<file path="src/rtl/pam_op_stack.sv">
// Parametrised operand stack for the pamPy stack-machine datapath.
// One op per cycle with guarded overflow/underflow, sticky error flags and a high-water mark.
module pam_op_stack #(
    parameter  int DATA_WIDTH = 8,
    parameter  int DEPTH      = 16,
    localparam int CNT_WIDTH  = $clog2(DEPTH) + 1
) (
    input  logic                  clk,
    input  logic                  reset,
    input  logic                  OP_VALID,
    input  logic [2:0]            OP,
    input  logic [DATA_WIDTH-1:0] DIN,
    output logic [DATA_WIDTH-1:0] TOS_OUT,
    output logic [DATA_WIDTH-1:0] NOS_OUT,
    output logic [CNT_WIDTH-1:0]  COUNT,
    output logic                  EMPTY,
    output logic                  FULL,
    output logic                  OP_DONE,
    output logic                  ERR_OVERFLOW,
    output logic                  ERR_UNDERFLOW,
    output logic [CNT_WIDTH-1:0]  HIGH_WATER
);

    localparam int AW = $clog2(DEPTH);
    localparam logic [CNT_WIDTH-1:0] ONE     = CNT_WIDTH'(1);
    localparam logic [CNT_WIDTH-1:0] TWO     = CNT_WIDTH'(2);
    localparam logic [CNT_WIDTH-1:0] DEPTH_C = CNT_WIDTH'(DEPTH);

    typedef enum logic [2:0] {
        OP_NOP     = 3'd0,
        OP_PUSH    = 3'd1,
        OP_POP     = 3'd2,
        OP_REPLACE = 3'd3,
        OP_BINOP   = 3'd4,
        OP_DUP     = 3'd5,
        OP_SWAP    = 3'd6,
        OP_CLEAR   = 3'd7
    } op_e;

    logic [DATA_WIDTH-1:0] r_mem [DEPTH];
    logic [CNT_WIDTH-1:0]  r_count;
    logic [CNT_WIDTH-1:0]  r_highWater;
    logic                  r_opDone;
    logic                  r_errOv;
    logic                  r_errUn;

    logic                  w_hasOne;
    logic                  w_hasTwo;
    logic                  w_full;
    logic [AW-1:0]         w_tosIdx;
    logic [AW-1:0]         w_nosIdx;
    logic [AW-1:0]         w_topIdx;
    logic [DATA_WIDTH-1:0] w_tos;
    logic [DATA_WIDTH-1:0] w_nos;
    op_e                   w_op;
    logic                  w_accept;
    logic                  w_setOv;
    logic                  w_setUn;
    logic                  w_clear;
    logic [CNT_WIDTH-1:0]  w_nextCount;
    logic                  w_wrA;
    logic [AW-1:0]         w_wrAIdx;
    logic [DATA_WIDTH-1:0] w_wrAData;
    logic                  w_wrB;
    logic [AW-1:0]         w_wrBIdx;
    logic [DATA_WIDTH-1:0] w_wrBData;

    assign w_hasOne = (r_count != '0);
    assign w_hasTwo = (r_count >= TWO);
    assign w_full   = (r_count == DEPTH_C);
    // Index arithmetic wraps in AW bits; the legality guards keep wrapped indices from being used.
    assign w_tosIdx = AW'(r_count - ONE);
    assign w_nosIdx = AW'(r_count - TWO);
    assign w_topIdx = AW'(r_count);
    assign w_tos    = r_mem[w_tosIdx];
    assign w_nos    = r_mem[w_nosIdx];

    always_comb begin
        w_op        = op_e'(OP);
        w_accept    = 1'b0;
        w_setOv     = 1'b0;
        w_setUn     = 1'b0;
        w_clear     = 1'b0;
        w_nextCount = r_count;
        w_wrA       = 1'b0;
        w_wrAIdx    = w_topIdx;
        w_wrAData   = DIN;
        w_wrB       = 1'b0;
        w_wrBIdx    = w_nosIdx;
        w_wrBData   = w_tos;
        if (OP_VALID) begin
            case (w_op)
                OP_PUSH: begin
                    if (w_full) begin
                        w_setOv = 1'b1;
                    end else begin
                        w_accept    = 1'b1;
                        w_wrA       = 1'b1;
                        w_nextCount = r_count + ONE;
                    end
                end
                OP_POP: begin
                    if (!w_hasOne) begin
                        w_setUn = 1'b1;
                    end else begin
                        w_accept    = 1'b1;
                        w_nextCount = r_count - ONE;
                    end
                end
                OP_REPLACE: begin
                    if (!w_hasOne) begin
                        w_setUn = 1'b1;
                    end else begin
                        w_accept = 1'b1;
                        w_wrA    = 1'b1;
                        w_wrAIdx = w_tosIdx;
                    end
                end
                OP_BINOP: begin
                    if (!w_hasTwo) begin
                        w_setUn = 1'b1;
                    end else begin
                        w_accept    = 1'b1;
                        w_wrA       = 1'b1;
                        w_wrAIdx    = w_nosIdx;
                        w_nextCount = r_count - ONE;
                    end
                end
                OP_DUP: begin
                    if (!w_hasOne) begin
                        w_setUn = 1'b1;
                    end else if (w_full) begin
                        w_setOv = 1'b1;
                    end else begin
                        w_accept    = 1'b1;
                        w_wrA       = 1'b1;
                        w_wrAData   = w_tos;
                        w_nextCount = r_count + ONE;
                    end
                end
                OP_SWAP: begin
                    if (!w_hasTwo) begin
                        w_setUn = 1'b1;
                    end else begin
                        w_accept  = 1'b1;
                        w_wrA     = 1'b1;
                        w_wrAIdx  = w_tosIdx;
                        w_wrAData = w_nos;
                        w_wrB     = 1'b1;
                    end
                end
                OP_CLEAR: begin
                    w_accept    = 1'b1;
                    w_clear     = 1'b1;
                    w_nextCount = '0;
                end
                default: ;
            endcase
        end
    end

    // Storage carries no reset; COUNT gates what is visible.
    always_ff @(posedge clk) begin
        if (w_wrA) r_mem[w_wrAIdx] <= w_wrAData;
        if (w_wrB) r_mem[w_wrBIdx] <= w_wrBData;
    end

    always_ff @(posedge clk or posedge reset) begin
        if (reset) begin
            r_count     <= '0;
            r_highWater <= '0;
            r_opDone    <= 1'b0;
            r_errOv     <= 1'b0;
            r_errUn     <= 1'b0;
        end else begin
            r_count  <= w_nextCount;
            r_opDone <= w_accept;
            if (w_clear) begin
                r_errOv     <= 1'b0;
                r_errUn     <= 1'b0;
                r_highWater <= '0;
            end else begin
                r_errOv <= r_errOv | w_setOv;
                r_errUn <= r_errUn | w_setUn;
                if (w_nextCount > r_highWater) r_highWater <= w_nextCount;
            end
        end
    end

    assign TOS_OUT       = w_hasOne ? w_tos : '0;
    assign NOS_OUT       = w_hasTwo ? w_nos : '0;
    assign COUNT         = r_count;
    assign EMPTY         = !w_hasOne;
    assign FULL          = w_full;
    assign OP_DONE       = r_opDone;
    assign ERR_OVERFLOW  = r_errOv;
    assign ERR_UNDERFLOW = r_errUn;
    assign HIGH_WATER    = r_highWater;

endmodule

</file>
<file path="config.mk">
export PLATFORM = sky130hd
export DESIGN_NAME = pam_op_stack
export DESIGN_NICKNAME = d
export VERILOG_FILES = /design/src/rtl/pam_op_stack.sv
export SDC_FILE = /design/constraint.sdc
export NUM_CORES = 1
export LEC_CHECK = 0
export BUFFER_PORTS_ARGS = -buffer_cell sky130_fd_sc_hd__buf_4
export CELL_PAD_IN_SITES_DETAIL_PLACEMENT = 1
export CELL_PAD_IN_SITES_GLOBAL_PLACEMENT = 1
export CORE_MARGIN = 5
export CORE_UTILIZATION = 40
export DETAILED_ROUTE_END_ITERATION = 16
export PLACE_DENSITY_LB_ADDON = 0.1
export SLEW_MARGIN = 25
export SYNTH_ARGS = -nofsm -noshare
export SYNTH_HDL_FRONTEND = slang
export SYNTH_SLANG_ARGS = --single-unit
</file>
<file path="constraint.sdc">
create_clock -name clk -period 10.15 [get_ports clk]
set_input_delay 2.03 -clock clk [delete_from_list [all_inputs] [get_ports clk]]
set_output_delay 2.03 -clock clk [all_outputs]
set_load 0.1 [all_outputs]
</file>
==> metrics.md, run 1 <==
| Metric | Value |
|---|---|
| Status | finished clean |
| Layout cell share with drive strength beyond 1 | 0.216 |
| Met3 Use GR | 0.0542 |
| Slew HR | 0.262 |
| Pin count of the biggest net entering global routing | between 50 and 60 |
| FP Rows | 58 |
| Post-Synth Simple-Gate Area | 0.139 |
| Nets | about 920 |
| Setup TNS | 0 ns |
| H-tree depth | 4 |
| Critical Path Start | COUNT[1]$_DFF_PP0_ |
| Worst Clk Skew | 0.0149 ns |
| Global-route met2 utilization | 0.417 |
| Num Clock Sinks | between 100 and 150 |
| Initial antenna violation count | 0 |
| Io pins | 45 |
| Post-DR wirelength/cell | about 30 um |
| WS Path Type | reg2out |
| Largest family of logic cells by synthesized area | multiplexers |
| Startpoint types | register |
| Final setup violation count | 0 |
| Total CTS buffers | 17 |
| Most used DFF post-synth | edfxtp_1 |
| Worst hold start | ERR_UNDERFLOW$_DFF_PP0_ |
| Total vias in the final route | between 8000 and 9000 |
| Worst-path maximum fanout | 42 |
| Reg2Reg Depth | 10 |
| Ant diodes | 0 |
| Hold Buf Count CTS | 0 |
| Hold Violations, Final | 0 |
| Compound-gate portion of the synthesized area | 0.165 |
| Fill cells | ~2700 |
| Layer with the highest usage | met2 |
| Worst Hold Depth | 2 |
| Maxcap violations | 0 |
| Min Hold Slack | about 0.52 ns |
| DR iter-0 viols | approximately 900 |
| Antenna-violating nets left | 0 |
| Grt total ovfl | 0 |
| Multiplexer share of the synthesized area | 0.198 |
| Worst EP required | roughly 8.1 ns |
| Synth Area in Adders | 0.0162 |
| Die H | between 150 and 200 um |
| Reg2reg start | COUNT[1]$_DFF_PP0_ |
| RSZ-0062 raised after global routing | false |
| CP Capture Type | output pin |
| Global-route total usage across every layer | 0.254 |
| Clock Tree Buf Depth | 2 |
| Reg clk slew, reported paths | about 0.08 ns |
| Top post-synthesis cells by count | nand2_1, edfxtp_1, o21ai_0 |
| Synth top area share | 0.383 |
| Core area | ~25000 um^2 |
| Cell taking the most area after synthesis | edfxtp_1 |
| Half-perimeter wire length after placement | around 25000 um |
| XOR/XNOR share of the synthesized area | 0.00935 |
| Synthesis-stage register bit count | between 100 and 150 |
| Die X-Extent | about 170 um |
| Reg2reg setup slack | between 5 and 6 ns |
| Post-synth net total | approximately 900 |
| Hold EP | ERR_UNDERFLOW$_DFF_PP0_ |
| Min-Delay Path Class | reg2reg |
| Area delta synth->final | 9.95% |
| Mapped Area | 10000 um^2 |
| Drt pass-1 iters | 5 |
| PortBufs | 44 |
| DIE AREA | about 28000 um^2 |
| Drt drc | 0 |
| Slew @ Worst Pin | 1.11 ns |
| Cts repair resizes | 0 |
| Fin crit period | 6.28 ns |
| Post-synth EDFFs | between 100 and 150 |
| Post-Route WL | approximately 36000 um |
| Seq/Total Area, Yosys | 0.416 |
| Count leader, synth | nand2_1 |
| Peak Freq | between 150 and 200 MHz |
| M1 GR Usage | 0.323 |
| Avg Vias per Cell | between 6 and 7 |
| CTS tree | done |
| First-pass GRT wire length | roughly 53000 um |
| Period utilisation layout | 0.619 |
| Asr flop ratio synth | 0.0922 |
| Worst Path Arrival | roughly 4.3 ns |
| FF-to-FF End | r_mem[0][0]$_DFFE_PP_ |
| Clk_lat worst skew | roughly 0.43 ns |
| Mapped Cells | between 800 and 900 |
| Final slew viol count | 0 |
| Initial Util | 0.402 |
| Avg Synthesized Cell Area | around 11 um^2 |
| Ys Warns | 0 |
| Synth top area cells | edfxtp_1, mux4_2, mux4_1 |
| Vias in the first global route | about 8000 |
| Routability cong. | just over 0.9 |
| Yosys cell types | 73 |
| CTS root buffer | clkbuf_16 |
| Post-CTS Setup Inserts | 0 |
[cells in the final DEF, fill, tap and decap left out, types with 5 or more instances in the layout]
cell type    n
ha_1        13
mux2i_1     21
nor2_1      41
inv_1       14
nor3_1      10
dfrtp_1     12
a211oi_1     9
nand2b_1     5
a21oi_1     16
nor2b_1      8
nand3_1     10
clkbuf_16   17
o211ai_1     7
buf_4       70
edfxtp_1   128
nand2_1    149
o21ai_0     80
o21bai_1    13
and2_0       8
o221ai_1    63
mux2_2       8
mux4_2      42
xnor2_1      5
a31oi_1      7
o21ai_2      8
and3_1       8
and2_1      11
mux4_1      26
inv_6        6
[cell type report]
cell class / instances / area, um^2 / share of cell area
Sequential cell: 141 / 4170 / 0.378
Clock inverter: 14 / 110 / 0.00998
Tap cell: 330 / 413 / 0.0374
Inverter: 14 / 52.6 / 0.00476
Clock buffer: 18 / 429 / 0.0389
Multi-Input combinational cell: 646 / 5330 / 0.483
Timing Repair Buffer: 70 / 526 / 0.0476
[routing by layer]
layer  part of all wire  up-vias  wire (um)
li1                   -     3481          -
met5                  0        -          0
met4              0.047        0       1710
met1               0.39     4135      14300
met2               0.48      415      17500
met3              0.078       82       2840
[how the worst max path moves through the flow]
stage                     slack (ns)    endpoint
final                           3.87  TOS_OUT[6]
after global placement          4.54  TOS_OUT[6]
after global routing            3.70  TOS_OUT[6]
after floorplan                 3.16  TOS_OUT[5]
after CTS                       3.95  TOS_OUT[6]
after detailed placement        4.42  TOS_OUT[6]
[registers in the layout, summed over array words and instances, names as in the netlist]
signal         flops
COUNT              5
HIGH_WATER         5
OP_DONE            1
ERR_UNDERFLOW      1
r_mem            128
ERR_OVERFLOW       1
[critical path, cell delays in order (launching register included)]
cell and delay, ns:
dfrtp_1 0.33, buf_4 0.50, inv_1 0.27, ha_1 0.39, xor2_2 0.16, buf_4 0.41
mux4_2 0.37, mux2_2 0.28, o21ai_2 0.57, nor2_1 0.20, buf_4 0.30
[logic make-up (layout without fill, tap and decap cells)]
| kind of cell | after synthesis | count (layout) |
|---|---|---|
| AO/OA/AOI/OAI | 235 | 235 |
| XOR/XNOR | 9 | 9 |
| adder cells (fa/ha/maj) | 13 | 13 |
| buffers and inverters | 102 | 116 |
| flip-flops | 141 | 141 |
| multiplexers | 101 | 101 |
| AND/OR/NAND/NOR | 288 | 288 |
[per-stage QoR]
step	cells	instance area, um^2	util	worst slack, ns
floorplan	889	10000	-	3.16
global placement	1201	10500	0.420	4.54
detailed placement	1201	10500	0.420	4.42
CTS	1233	11000	0.442	3.95
global route	1233	11000	0.442	3.70
finish	1233	11000	0.442	3.87
Power of run 1 is not shown: default switching activity piles up to over one toggle a cycle in this logic, so the estimate is an artifact.
==> run 2, diff against run 1 <==
- clock period: 10.15 -> 6.25 ns (I/O delays scaled with it)
==> run 2 against run 1 <==
  * Critical path depth is the same
  * Final area shrank 0.26%
  * Setup slack lost 2.7 ns
  * Die area is the same
  * Final cell count shrank 0.73%
  * Register-to-register slack lost 3.8 ns
  * Global-route usage shrank 0.32 points
  * Largest cell class unchanged
==> metrics.md, run 2 (synthesized netlist as in run 1, its figures left out) <==
| Metric | Value |
|---|---|
| Slew @ Worst Pin | 0.995 ns (-0.111 ns) |
| Most frequent cells in the layout | nand2_1, edfxtp_1, o21ai_0 |
| FP Rows | 58 (unchanged) |
| Post-CTS Setup Inserts | 0 (unchanged) |
| Io pins | 45 (unchanged) |
| Pre-CTS WS | 1.45 ns (-2.98 ns) |
| Reg2reg setup slack | 1.43 ns (-3.84 ns) |
| Num Clock Sinks | 141 (unchanged) |
| Layout cell share with drive strength beyond 1 | 0.206 (-0.0101) |
| Worst-path maximum fanout | 20 (-52%) |
| Min-Delay Path Class | reg2reg |
| H-tree depth | 4 (unchanged) |
| Routability cong. | 0.921 (-1.6%) |
| CP Capture Type | output pin |
| Worst Path Arrival | 3.83 ns (-0.42 ns) |
| Hold Buf Count CTS | 0 (unchanged) |
| Critical Path Slowest Stage Cell | dfrtp_1 |
| DIE AREA | 28400 um^2 (unchanged) |
| WS Path Type | reg2out |
| Drt drc | 0 (unchanged) |
| Worst EP required | 5.00 ns (-3.12 ns) |
| Finished Cell Area | 11000 um^2 (-0.26%) |
| Core area | 25000 um^2 (unchanged) |
| Vias in the first global route | 8126 (-0.93%) |
| Setup TNS | 0 ns (unchanged) |
| Total CTS buffers | 17 (unchanged) |
| Die X-Extent | 168 um (unchanged) |
| Placed instance area | 10400 um^2 (-0.61%) |
| DR iter-0 viols | 758 (-16%) |
| Slew HR | 0.319 (+0.0572) |
| Hold Violations, Final | 0 (unchanged) |
| Crit path buf inv count | 4 (unchanged) |
| Drt pass-1 iters | 4 (-1) |
| Initial Util | 0.402 (unchanged) |
| Ant diodes | 0 (unchanged) |
| Clk_lat worst skew | 0.43 ns (about the same) |
| Post-DR wirelength/cell | 29.2 um (-0.87%) |
| Final slew viol count | 0 (unchanged) |
| Peak Freq | slightly below 200 MHz |
| Worst Clk Skew | 0.0139 ns (-0.00103 ns) |
| Global-route total usage across every layer | 0.251 (-0.00323) |
| Period utilisation layout | 0.813 |
| Max reg flops | 128 (unchanged) |
| Cts repair resizes | 0 (unchanged) |
| Avg Vias per Cell | 6.54 (-0.63%) |
| Pin count of the biggest net entering global routing | 43 (-26%) |
| CTS root buffer | clkbuf_16 |
| Die H | 168 um (unchanged) |
| Crit path max-delay family | buffers and inverters |
| Clock Tree Buf Depth | 2 (unchanged) |
| Total vias in the final route | 8003 (-1.4%) |
| Maxcap violations | 0 (unchanged) |
| First-pass GRT wire length | 53300 um (-0.21%) |
| Post-Route WL | 35800 um (-1.6%) |
| Final setup violation count | 0 (unchanged) |
| Reg clk slew, reported paths | 0.07 ns (about the same) |
| PortBufs | 44 (unchanged) |
| CP Cell Sequence | inv_1, ha_1, a21boi_2, xor2_2, buf_4, nand2_1, o21ai_2, buf_4, nor2_1, buf_4 |
| Grt total ovfl | 0 (unchanged) |
| Antenna-violating nets left | 0 (unchanged) |
| Status | finished clean |
| Nets | 909 (-0.87%) |
| Startpoint types | register |
| Half-perimeter wire length after placement | 24900 um (+0.95%) |
| Initial antenna violation count | 0 (unchanged) |
| Top reg by flops | r_mem |
| Fin crit period | 5.08 ns |
| Most common cell after layout, fill and taps aside | nand2_1 |
| CP max stage delay | 0.83 ns (+0.26 ns) |
| CP dominant cell by count | buf_4 |
| Setup ws final | 1.17 ns (-2.70 ns) |
| Area delta synth->final | 9.67% |
| CTS tree | done |
| RSZ-0062 raised after global routing | false |
==> run 2: changes by cell type in the layout (fill, tap and decap cells not counted), moves of 2 or more <==
cell / before / now
o21bai_1: 13 / 15
o21bai_2: 4 / 2
and2_0: 8 / 11
and2_1: 11 / 8
buf_4: 70 / 62
bufinv_16: 0 / 2
==> run 2: layer usage <==
metal	track usage	vias up	part of all wire
li1	-	3472	-
met1	0.326	4071	0.41
met2	0.415	384	0.48
met3	0.0493	76	0.069
met4	0.0981	0	0.036
met5	0	-	0
==> run 2: through the flow <==
stage	instances	util	hold slack, ns
2_1_floorplan	889	-	0.977
3_3_place_gp	1193	0.417	0.478
3_5_place_dp	1193	0.417	0.527
4_1_cts	1224	0.441	0.544
5_1_grt	1224	0.441	0.599
6_report	1224	0.441	0.537
==> run 2: worst reg2reg max path, cell delays in order (launching register included) <==
cell	delay, ns
dfrtp_1	0.39
inv_1	0.24
ha_1	0.51
or4b_1	0.59
inv_1	0.55
or3_1	0.29
a211o_1	0.16
nor4bb_1	0.55
nand2_1	0.34
o21bai_1	0.82
==> run 2: path summary, 6_finish.rpt <==
check,start,to,cells past startpoint
worst max-delay path,COUNT[2]$_DFF_PP0_,TOS_OUT[2],10
worst min-delay path,ERR_UNDERFLOW$_DFF_PP0_,ERR_UNDERFLOW$_DFF_PP0_,2
max in group asynchronous,reset,COUNT[0]$_DFF_PP0_,2
worst min register to register,ERR_UNDERFLOW$_DFF_PP0_,ERR_UNDERFLOW$_DFF_PP0_,2
worst max register to register,COUNT[1]$_DFF_PP0_,r_mem[14][7]$_DFFE_PP_,9
min in group asynchronous,reset,COUNT[1]$_DFF_PP0_,2
==> run 2: final cells by class <==
class	count	area [um^2]
Clock inverter	14	159
Sequential cell	141	4170
Clock buffer	17	425
Tap cell	330	413
Fill cell	2678	14000
Timing Repair Buffer	62	465
Multi-Input combinational cell	646	5320
Inverter	14	52.6
Power of run 2 is left out for the same reason.
==> run 3, diff against run 2 <==
- clock period: 6.25 -> 4.3 ns (I/O delays scaled with it)
==> run 3 against run 2 <==
  * Non-clock buffer count up 51
  * Setup slack worse by 1.1 ns
  * First-iteration DRC count down 13%
  * Die area unchanged
  * Via count up 2.9%
  * Worst hold slack worse by 0.048 ns
  * Critical path depth down 2
  * Global-route usage up 0.17 points
  * Largest cell class unchanged
==> metrics.md, run 3 (synthesized netlist as in run 1, its figures left out) <==
| Metric | Value |
|---|---|
| Final slew viol count | 0 (unchanged) |
| Total vias in the final route | 8233 (+2.9%) |
| Clk_lat worst skew | 0.43 ns (about the same) |
| Post-CTS Setup Inserts | 0 (unchanged) |
| Avg Vias per Cell | 6.45 (-1.3%) |
| Maxcap violations | 0 (unchanged) |
| Clock Tree Buf Depth | 2 (unchanged) |
| Die X-Extent | 168 um (unchanged) |
| RSZ-0062 raised after global routing | false |
| CTS tree | done |
| DR WL met2 | 18200 um (+5.4%) |
| Hold Buf Count CTS | 0 (unchanged) |
| Initial Util | 0.402 (unchanged) |
| WS Path Type | reg2out |
| Slew HR | 0.429 (+0.109) |
| Top reg by flops | r_mem |
| Drt drc | 0 (unchanged) |
| Reg clk slew, reported paths | 0.06 ns (about the same) |
| Top Layer Used | met5 |
| Initial antenna violation count | 1 (+1) |
| Vias in the first global route | 8473 (+4.3%) |
| Io pins | 45 (unchanged) |
| Drt pass-1 iters | 5 (+1) |
| PortBufs | 44 (unchanged) |
| H-tree depth | 4 (unchanged) |
| Grt total ovfl | 0 (unchanged) |
| Hold Violations, Final | 0 (unchanged) |
| CP Capture Type | output pin |
| Worst EP required | 3.44 ns (-1.56 ns) |
| Antenna-violating nets left | 0 (unchanged) |
| Die H | 168 um (unchanged) |
| Slew @ Worst Pin | 0.857 ns (-0.138 ns) |
| Layout cell share with drive strength beyond 1 | 0.266 (+0.0606) |
| Num Clock Sinks | 141 (unchanged) |
| Cts repair resizes | 1 (+1) |
| Worst Clk Skew | 0.00973 ns (-0.00416 ns) |
| Fin crit period | 4.21 ns |
| DR iter-0 viols | 658 (-13%) |
| Period utilisation layout | 0.980 |
| Total CTS buffers | 17 (unchanged) |
| Met3 Routed Length | 1660 um (-33%) |
| Most frequent cells in the layout | nand2_1, edfxtp_1, buf_4 |
| Routability cong. | 0.848 (-7.9%) |
| Nets | 960 (+5.6%) |
| Status | finished clean |
| Peak Freq | around 240 MHz |
| Metal1 wirelength | 15100 um (+2.4%) |
| Min Hold Slack | 0.490 ns (-0.0478 ns) |
| DIE AREA | 28400 um^2 (unchanged) |
| Worst Path Arrival | 3.35 ns (-0.48 ns) |
| CTS root buffer | clkbuf_16 |
| Half-perimeter wire length after placement | 25800 um (+3.4%) |
| Area delta synth->final | 15.0% |
| Fin util | 0.462 (+0.0213) |
| FP Rows | 58 (unchanged) |
| Worst-path maximum fanout | 9 (-55%) |
| Most common cell after layout, fill and taps aside | nand2_1 |
| Core area | 25000 um^2 (unchanged) |
| Post-DR wirelength/cell | 28.2 um (-3.6%) |
| Startpoint types | register |
| First-pass GRT wire length | 54100 um (+1.4%) |
| Pin count of the biggest net entering global routing | 79 (+84%) |
| Min-Delay Path Class | in2async |
| Setup TNS | 0 ns (unchanged) |
| Ant diodes | 0 (unchanged) |
| Post-Route WL | 35900 um (+0.50%) |
| Final setup violation count | 0 (unchanged) |
| Global-route total usage across every layer | 0.253 (+0.00168) |
| Max reg flops | 128 (unchanged) |
==> run 3: cell count changes in the layout (fill, tap and decap cells not counted), moves of 3 or more <==
cell | before | now
nor2_2 | 2 | 5
nor2_1 | 42 | 30
buf_4 | 62 | 110
nor2_4 | 0 | 9
buf_12 | 0 | 3
==> run 3: path summary, 6_finish.rpt <==
path,from,cells after the start,to,slack [ns]
setup / recovery,COUNT[1]$_DFF_PP0_,8,TOS_OUT[2],0.09
hold / removal,reset,2,HIGH_WATER[4]$_DFFE_PP0P_,0.49
setup reg to reg,COUNT[1]$_DFF_PP0_,13,HIGH_WATER[2]$_DFFE_PP0P_,0.21
hold reg to reg,ERR_UNDERFLOW$_DFF_PP0_,2,ERR_UNDERFLOW$_DFF_PP0_,0.52
max in group asynchronous,reset,2,COUNT[1]$_DFF_PP0_,3.37
min in group clk,ERR_UNDERFLOW$_DFF_PP0_,2,ERR_UNDERFLOW$_DFF_PP0_,0.52
==> run 3: critical path, cell delays in order (launching register included) <==
cell and delay, ns:
dfrtp_4 0.49, inv_1 0.19, ha_1 0.48, xor2_4 0.49
mux4_2 0.41, mux2_2 0.30, o21ai_2 0.25, nor2_4 0.06
buf_4 0.23
==> run 3: final cells by class <==
cell class	instances	area, um^2
clock buffer	17	425
sequential	141	4180
multi-input combinational	646	5420
timing repair buffer	113	886
tap	330	413
clock inverter	15	161
fill	2683	13400
inverter	14	52.6
==> run 3: metal layers <==
| metal | track usage | vias to the layer above |
|---|---|---|
| li1 | - | 3566 |
| met1 | 0.329 | 4272 |
| met2 | 0.436 | 315 |
| met3 | 0.0364 | 78 |
| met4 | 0.0797 | 2 |
| met5 | 0 | - |
==> run 3: per-stage QoR <==
step / instance area [um^2] / setup slack (ns) / cells
final: 11500 / 0.0878 / 1276
after global placement: 10900 / 0.511 / 1244
after detailed placement: 10900 / 0.273 / 1244
after CTS: 11500 / 0.0870 / 1276
after global routing: 11500 / 0.000182 / 1276
after floorplan: 10200 / 0.0169 / 889
Power of run 3 is left out for the same reason.
